<file path="src/rtl/ifu_line_fetch.sv">
// ifu_line_fetch
// Front-end line fetcher feeding the instruction buffer. Owns the fetch PC,
// issues one aligned line read at a time to the memory arbiter and hands each
// returned line to the buffer as a one-cycle pulse with held data. A backend
// redirect flushes the buffer and discards any line already in flight.

module ifu_line_fetch #(
    parameter int              PC_W       = 64,
    parameter int              LINE_BYTES = 64,
    parameter logic [PC_W-1:0] RESET_PC   = 64'h0000_0000_8000_0000
) (
    input  logic            clk,
    input  logic            rst_n,
    input  logic            fetch_inst,
    input  logic            redirect_valid,
    input  logic [PC_W-1:0] redirect_target,
    output logic            mem_req_valid,
    input  logic            mem_req_ready,
    output logic [PC_W-1:0] mem_req_addr,
    input  logic            mem_resp_valid,
    input  logic [511:0]    mem_resp_data,
    output logic            pc_index_ready,
    output logic [511:0]    pc_read_inst,
    output logic [PC_W-1:0] line_base_pc,
    output logic [3:0]      first_valid_idx,
    output logic            clear_ibuffer
);

    // Byte-offset mask inside one line and the stride between lines.
    localparam logic [PC_W-1:0] OFF_MASK   = PC_W'(LINE_BYTES - 1);
    localparam logic [PC_W-1:0] LINE_STEP  = PC_W'(LINE_BYTES);
    localparam logic [PC_W-1:0] RESET_ADDR = RESET_PC & ~OFF_MASK;

    typedef enum logic [1:0] {
        S_IDLE = 2'd0,
        S_REQ  = 2'd1,
        S_WAIT = 2'd2
    } state_e;

    // Clear the in-line byte offset to get the line address.
    function automatic logic [PC_W-1:0] align_line(input logic [PC_W-1:0] pc);
        return pc & ~OFF_MASK;
    endfunction

    // Instruction slot (32-bit granule) of a PC inside its line.
    function automatic logic [3:0] slot_idx(input logic [PC_W-1:0] pc);
        return 4'((pc & OFF_MASK) >> 2);
    endfunction

    state_e          state_q, state_d;
    logic [PC_W-1:0] pc_q, pc_d;
    logic            pending_q, pending_d;
    logic            drop_q, drop_d;
    logic            redir_seen_q, redir_seen_d;
    logic            req_valid_q, req_valid_d;
    logic [PC_W-1:0] req_addr_q, req_addr_d;
    logic [511:0]    line_q, line_d;
    logic            ready_q, ready_d;
    logic [PC_W-1:0] base_q, base_d;
    logic [3:0]      idx_q, idx_d;
    logic            clear_q, clear_d;

    // Next-state and datapath decisions for the fetch controller.
    always_comb begin
        state_d      = state_q;
        pc_d         = pc_q;
        pending_d    = pending_q;
        drop_d       = drop_q;
        redir_seen_d = redir_seen_q;
        req_addr_d   = req_addr_q;
        line_d       = line_q;
        ready_d      = 1'b0;
        base_d       = base_q;
        idx_d        = idx_q;
        clear_d      = redirect_valid;

        // A redirect always retargets the PC and queues a fresh request;
        // a refill pulse that arrives while busy is remembered one deep.
        if (redirect_valid) begin
            pc_d         = redirect_target;
            pending_d    = 1'b1;
            redir_seen_d = 1'b1;
        end else if (fetch_inst && (state_q != S_IDLE)) begin
            pending_d = 1'b1;
        end else begin
            pending_d = pending_q;
        end

        case (state_q)
            S_IDLE: begin
                // Redirect wins over launching: the request must use the new PC,
                // which only becomes visible in pc_q next cycle.
                if (redirect_valid) begin
                    state_d = S_IDLE;
                end else if (pending_q || fetch_inst) begin
                    state_d    = S_REQ;
                    pending_d  = 1'b0;
                    req_addr_d = align_line(pc_q);
                end else begin
                    state_d = S_IDLE;
                end
            end
            S_REQ: begin
                // The request is never withdrawn; a redirect only marks it stale.
                if (redirect_valid) begin
                    drop_d = 1'b1;
                end else begin
                    drop_d = drop_q;
                end
                if (mem_req_ready) begin
                    state_d = S_WAIT;
                end else begin
                    state_d = S_REQ;
                end
            end
            S_WAIT: begin
                if (mem_resp_valid) begin
                    state_d = S_IDLE;
                    drop_d  = 1'b0;
                    // Deliver only a line that no redirect has overtaken.
                    if (!drop_q && !redirect_valid) begin
                        line_d       = mem_resp_data;
                        ready_d      = 1'b1;
                        base_d       = align_line(pc_q);
                        pc_d         = align_line(pc_q) + LINE_STEP;
                        idx_d        = redir_seen_q ? slot_idx(pc_q) : 4'd0;
                        redir_seen_d = 1'b0;
                    end else begin
                        line_d = line_q;
                    end
                end else if (redirect_valid) begin
                    state_d = S_WAIT;
                    drop_d  = 1'b1;
                end else begin
                    state_d = S_WAIT;
                end
            end
            default: begin
                state_d = S_IDLE;
            end
        endcase

        req_valid_d = (state_d == S_REQ);
    end

    // Controller state, fetch PC and bookkeeping flags.
    always_ff @(posedge clk or negedge rst_n) begin
        if (!rst_n) begin
            state_q      <= S_IDLE;
            pc_q         <= RESET_PC;
            pending_q    <= 1'b1;
            drop_q       <= 1'b0;
            redir_seen_q <= 1'b0;
        end else begin
            state_q      <= state_d;
            pc_q         <= pc_d;
            pending_q    <= pending_d;
            drop_q       <= drop_d;
            redir_seen_q <= redir_seen_d;
        end
    end

    // Registered memory request channel; address held for the whole handshake.
    always_ff @(posedge clk or negedge rst_n) begin
        if (!rst_n) begin
            req_valid_q <= 1'b0;
            req_addr_q  <= RESET_ADDR;
        end else begin
            req_valid_q <= req_valid_d;
            req_addr_q  <= req_addr_d;
        end
    end

    // Registered line hand-off and flush pulse toward the instruction buffer.
    always_ff @(posedge clk or negedge rst_n) begin
        if (!rst_n) begin
            line_q  <= 512'd0;
            ready_q <= 1'b0;
            base_q  <= {PC_W{1'b0}};
            idx_q   <= 4'd0;
            clear_q <= 1'b0;
        end else begin
            line_q  <= line_d;
            ready_q <= ready_d;
            base_q  <= base_d;
            idx_q   <= idx_d;
            clear_q <= clear_d;
        end
    end

    assign mem_req_valid   = req_valid_q;
    assign mem_req_addr    = req_addr_q;
    assign pc_index_ready  = ready_q;
    assign pc_read_inst    = line_q;
    assign line_base_pc    = base_q;
    assign first_valid_idx = idx_q;
    assign clear_ibuffer   = clear_q;

endmodule

</file>
<file path="config.mk">
export PLATFORM = sky130hd
export DESIGN_NAME = ifu_line_fetch
export DESIGN_NICKNAME = d
export VERILOG_FILES = /design/src/rtl/ifu_line_fetch.sv
export SDC_FILE = /design/constraint.sdc
export NUM_CORES = 1
export LEC_CHECK = 0
export CELL_PAD_IN_SITES_DETAIL_PLACEMENT = 0
export CELL_PAD_IN_SITES_GLOBAL_PLACEMENT = 1
export CORE_AREA = 2 2 479 481
export CTS_CLUSTER_DIAMETER = 80
export DETAILED_ROUTE_END_ITERATION = 8
export DIE_AREA = 0 0 481 483
export DONT_BUFFER_PORTS = 1
export PLACE_DENSITY = 0.31
export SETUP_SLACK_MARGIN = 0.5
export SLEW_MARGIN = 10
export SYNTH_ARGS = -nofsm -noshare
export SYNTH_HDL_FRONTEND = slang
export SYNTH_SLANG_ARGS = --single-unit
</file>
<file path="constraint.sdc">
create_clock -name clk -period 3.1 [get_ports clk]
set_clock_uncertainty 0.2 [all_clocks]
set_input_delay 0.465 -clock clk [delete_from_list [all_inputs] [get_ports clk]]
set_output_delay 0.465 -clock clk [all_outputs]
set_load 0.05 [all_outputs]
</file>
== Word level (Yosys, flattened, before mapping) ==
Index checks and enable logic that the tools add are counted.
Operators by class
  add/subtract/negate cells: 1
  eq/ne operators: 3
  multiplexer cells: 25
  bitwise logic cells: 1
  reductions and logical operators: 10
Operators with widths (number)
  2-to-1 mux 64 bit: 4
  adder 64 x 7 -> 64 bit, second input constant: 1
  2-to-1 mux 1 bit: 16
  case mux 2 bit (3 select lines): 1
  AND reduction 3 bit: 2
  == test 2 x 1 -> 1 bit, second input constant: 2
  2-to-1 mux 2 bit: 2
  2-to-1 mux 4 bit: 1
  nonzero test 2 bit: 2
  == test 2 bit, second input constant: 1
  logical AND 1 bit: 2
  logical NOT 1 bit: 2
  logical NOT 2 bit: 1
  case mux 1 bit (2 select lines): 1
  logical OR 1 bit: 1
  inverter 1 bit: 1
Storage, ports and cells
  register bits: 704
  input port bits: 582
  logic and storage cells: 52

== Longest topological paths before layout ==
  depth in word-level cells: 7
  mapped depth: 11
  depth with buffers taken out: 8

== Worst setup path after synthesis ==
OpenSTA, ideal clock, no wires.
  path type: reg-to-reg
  start: register state_q[0]
  end: register pc_q[38]
  setup time: 125 ps
  arrival: 2154 ps
  slack: 622 ps
  stages on the path, launching flop included: 9
  path buffers: 1
  cell sequence: dfrtp_1 > inv_1 > ha_1 > nand3b_1 > or4_1 > clkbuf_1 > nor4_2 > xnor2_1 > mux2_2
On the way
  word-level cells in the longest chain between the ends: 2
RTL lines
  from (decl): RTL line 50  | state_e state_q, state_d;
  from (signal assigned): RTL line 155  | state_q <= state_d;
  == test 2 bit: RTL line 89  | case (state_q)
  2-to-1 mux 64 bit: RTL line 89
  via pc_d[38]: RTL line 51  | logic [PC_W-1:0] pc_q, pc_d;
  to (signal assigned): RTL line 156  | pc_q <= pc_d;
  to (decl): RTL line 51
The timed path passes the listed nets, and every way through them passes these cells.
A chain may end at the register's enable or synchronous reset.

== Worst setup path in the final report ==
  start: input port redirect_valid
  end: register line_q[269] (netlist: pc_read_inst[269])
On the way
  word-level cells in the longest chain between the ends: 3
RTL lines
  from (decl): RTL line 15  | input logic redirect_valid,
  logical NOT 1 bit: RTL line 121  | if (!drop_q && !redirect_valid) begin
  logical AND 1 bit: RTL line 121
  AND reduction 3 bit (no line)
  to (signal assigned): RTL line 183  | line_q <= line_d;
  to (decl): RTL line 57  | logic [511:0] line_q, line_d;
No other way between the ends.

==> key figures <==
Placed design
  • Place WS: 0.280 ns
  • IO buf count: 0
  • HPWL after DPL: 119,000 um
  • Gpl congestion: 0.799
  • Cell Area, Placed: 31,500 sq um

Logic synthesis
  • FF+latch count, synth: 702
  • Cell taking the most area after synthesis: dfrtp_1
  • Cell count after synthesis: 3,051
  • Cell with the most instances after synthesis: nand2_1
  • Netlist Area Pre-Place: 27,800 sq um
  • Synth async-reset ratio: 100%
  • Avg Cell Area, Syn: 9.11 sq um
  • Synth cell types: 47
  • Synth top cells by count: nand2_1, dfrtp_1, clkbuf_1
  • Largest cells by area after synthesis: dfrtp_1, nand2_1, mux2_2
  • Yosys warns: 0
  • Post-synth EDFFs: 0
  • Top-area cell type share of the netlist area: 63.0%
  • Primary FF master, synth: dfrtp_1
  • Sequential share of the synthesized area: 63.2%

Worst setup path
  • Critical Path Sink Type: register
  • Crit path DAT: 3.02 ns
  • Worst reg-to-reg setup slack: 0.57 ns
  • Reg2Reg Capture Point: pc_q[56]$_DFF_PN0_
  • Crit path kind: input port to register
  • Reg2Reg Depth: 5
  • Critical Path RT: 3.58 ns
  • Startpoint Class: input port
  • CP max FO: 91
  • Worst r2r src: pc_q[8]$_DFF_PN0_

STA
  • Fin crit share: 81.9%
  • Final worst slack: 0.561 ns
  • TNS Setup: 0 ns
  • Max Clock Freq: 394 MHz
  • Max-slew headroom: 30.0%
  • Setup-failing EPs final: 0
  • Least-Margin Pin Slew: 1.05 ns
  • Fin crit period: 2.54 ns
  • Final hold violation count: 168
  • Unrepaired setup endpoints after global routing: true
  • Final Max Slew Viols: 0
  • WHS: -0.466 ns

Die
  • Die footprint: 232,000 sq um
  • Num rows: 175
  • CORE AREA: 227,000 sq um
  • Die H: 483 um
  • Starting Density: 12.2%
  • Boundary Pins: 1,229
  • Die W: 481 um

Drt
  • # DRC: 0
  • WL final: 157,000 um
  • Post-route ant nets: 0
  • WL/cell: 23.0 um
  • Drt pass-1 iters: 4
  • Vias per cell: 3.46
  • Vias: 23,600
  • 1st-iter DRT viols: 1,152

Clock tree
  • Root Buffer: clkbuf_16
  • CTS Sinks: 702
  • Post-CTS Hold Fix Bufs: 627
  • Clk buf depth: 3
  • Clk Latency, worst-skew pair: 0.74 ns
  • Clock slew at reported path FFs: 0.06 ns
  • Total CTS buffers: 99
  • # H-tree levels: 3
  • CTS tree: built

Global route
  • First-pass GRT wire length: 215,000 um
  • Largest net degree at the start of global routing: 703
  • Vias in the first global route: 25,300
  • Initial antenna violation count: 78
  • Total track usage: 13.1%
  • Remaining Overflow, GRT: 0

Layout
  • # nets final: 4,275
  • Syn-to-layout area delta: 49.9%
  • Share of cells above drive strength 1: 8.75%
  • Share of the core filled with cells: 18.4%
  • Fin area: 41,600 sq um

Power and ir drop
  • Worst vdd ir: 496 uV
  • Pwr dens: 877 nW/um^2
  • Leak pwr: 19.8 nW

Run
  • Max-cap violations: 0

Hold path
  • Worst Hold Class: input port to asynchronous set/reset pin

Outcome
  • Status: finished, violations left
  • Violated checks: hold timing
[where the power goes]
part	total [mW]	switching, mW	internal [mW]
Combinational	3.67	1.86	1.81
Clock	12.0	4.88	7.13
Sequential	20.8	9.72	11.1
[routing by layer]
metal | track usage [%] | wire length [um] | up-vias
met2 | 23.2 | 79100 | 940
met5 | 0 | 139 | -
met1 | 14.6 | 59700 | 11500
li1 | - | - | 10900
met3 | 4.21 | 12500 | 266
met4 | 4.83 | 5630 | 22
[worst max-delay path by stage]
stage / startpoint / to / slack, ns / depth (start not counted)
after floorplan: state_q[0]$_DFF_PN0_ / pc_q[38]$_DFF_PN0_ / 0.62 / 8
after global placement: state_q[0]$_DFF_PN0_ / pc_q[38]$_DFF_PN0_ / 0.30 / 8
after detailed placement: state_q[0]$_DFF_PN0_ / pc_q[53]$_DFF_PN0_ / 0.28 / 8
after CTS: state_q[0]$_DFF_PN0_ / pc_q[53]$_DFF_PN0_ / 0.45 / 8
after global routing: redirect_valid / pc_read_inst[196]$_DFFE_PN0P_ / 0.47 / 8
final: redirect_valid / pc_read_inst[269]$_DFFE_PN0P_ / 0.56 / 8
[sequential cells by signal (all words and copies together) (netlist names)]
name / cells
mem_req_valid: 1
pending_q: 1
mem_req_addr: 58
drop_q: 1
pc_read_inst: 512
pc_index_ready: 1
redir_seen_q: 1
state_q: 2
line_base_pc: 58
pc_q: 62
clear_ibuffer: 1
first_valid_idx: 4
[logic make-up (layout without fill, tap and decap cells)]
kind of cell / Yosys count / in the layout / share of synthesized area, %
AND/OR/NAND/NOR: 1970 / 1970 / 28.1
flip-flops: 702 / 702 / 63.2
buffers and inverters: 193 / 903 / 2.80
AO/OA/AOI/OAI: 80 / 80 / 1.83
multiplexers: 66 / 66 / 2.66
XOR/XNOR: 34 / 34 / 1.07
adder cells (fa/ha/maj): 5 / 5 / 0.225
other: 1 / 46 / 0.0135
[per-stage QoR]
step / total power, mW / cells
2_1_floorplan: 21.7 / 3062
3_3_place_gp: 23.9 / 5954
3_5_place_dp: 23.9 / 5954
4_1_cts: 37.1 / 6770
5_1_grt: 38.3 / 6800
6_report: 36.5 / 6815
[cells in the final DEF, fill, tap and decap left out, types with 5 or more instances in the layout]
| master | n |
|---|---|
| nor2b_1 | 13 |
| clkbuf_8 | 22 |
| xnor2_1 | 19 |
| nand2_1 | 1775 |
| nor4_1 | 15 |
| inv_6 | 8 |
| dlygate4sd3_1 | 626 |
| o21ai_0 | 44 |
| a22oi_1 | 6 |
| mux2_2 | 63 |
| diode_2 | 34 |
| conb_1 | 12 |
| o31ai_1 | 6 |
| clkbuf_16 | 99 |
| dfrtp_1 | 698 |
| inv_1 | 11 |
| a221o_1 | 7 |
| clkinv_2 | 13 |
| nor4_2 | 5 |
| clkbuf_1 | 24 |
| and3_1 | 8 |
| a31oi_1 | 6 |
| xor2_1 | 15 |
| buf_12 | 11 |
| nand4_1 | 34 |
| buf_4 | 57 |
| nor2_1 | 27 |
| bufinv_16 | 8 |
| or4_1 | 8 |
| clkinv_4 | 5 |
| or3_1 | 10 |
| buf_16 | 9 |
| nand3_1 | 24 |
| nor3_1 | 21 |
[worst max-delay path, stage by stage]
cell and delay (ns):
dlygate4sd3_1 0.63, buf_16 0.35, inv_1 0.23, nand2_4 0.21, buf_4 0.35, buf_16 0.33
nand2_1 0.13, nand2_1 0.09
[what timing repair did]
action	4_1_cts	5_1_grt
gates resized for setup	7	20
hold endpoints to repair	1283	168
buffers inserted	4	6
pin swaps	3	3
endpoints found under the setup margin	21	141
[cell type report]
type	instances	area (sq um)
fill	25400	185000
timing repair buffer	706	7200
sequential	702	17600
tap	3009	3760
clock buffer	145	2870
multi-input combinational	2167	9560
inverter	12	57.6
antenna	34	85.1
clock inverter	40	531
Note: power is estimated with default switching activity, not from simulation.
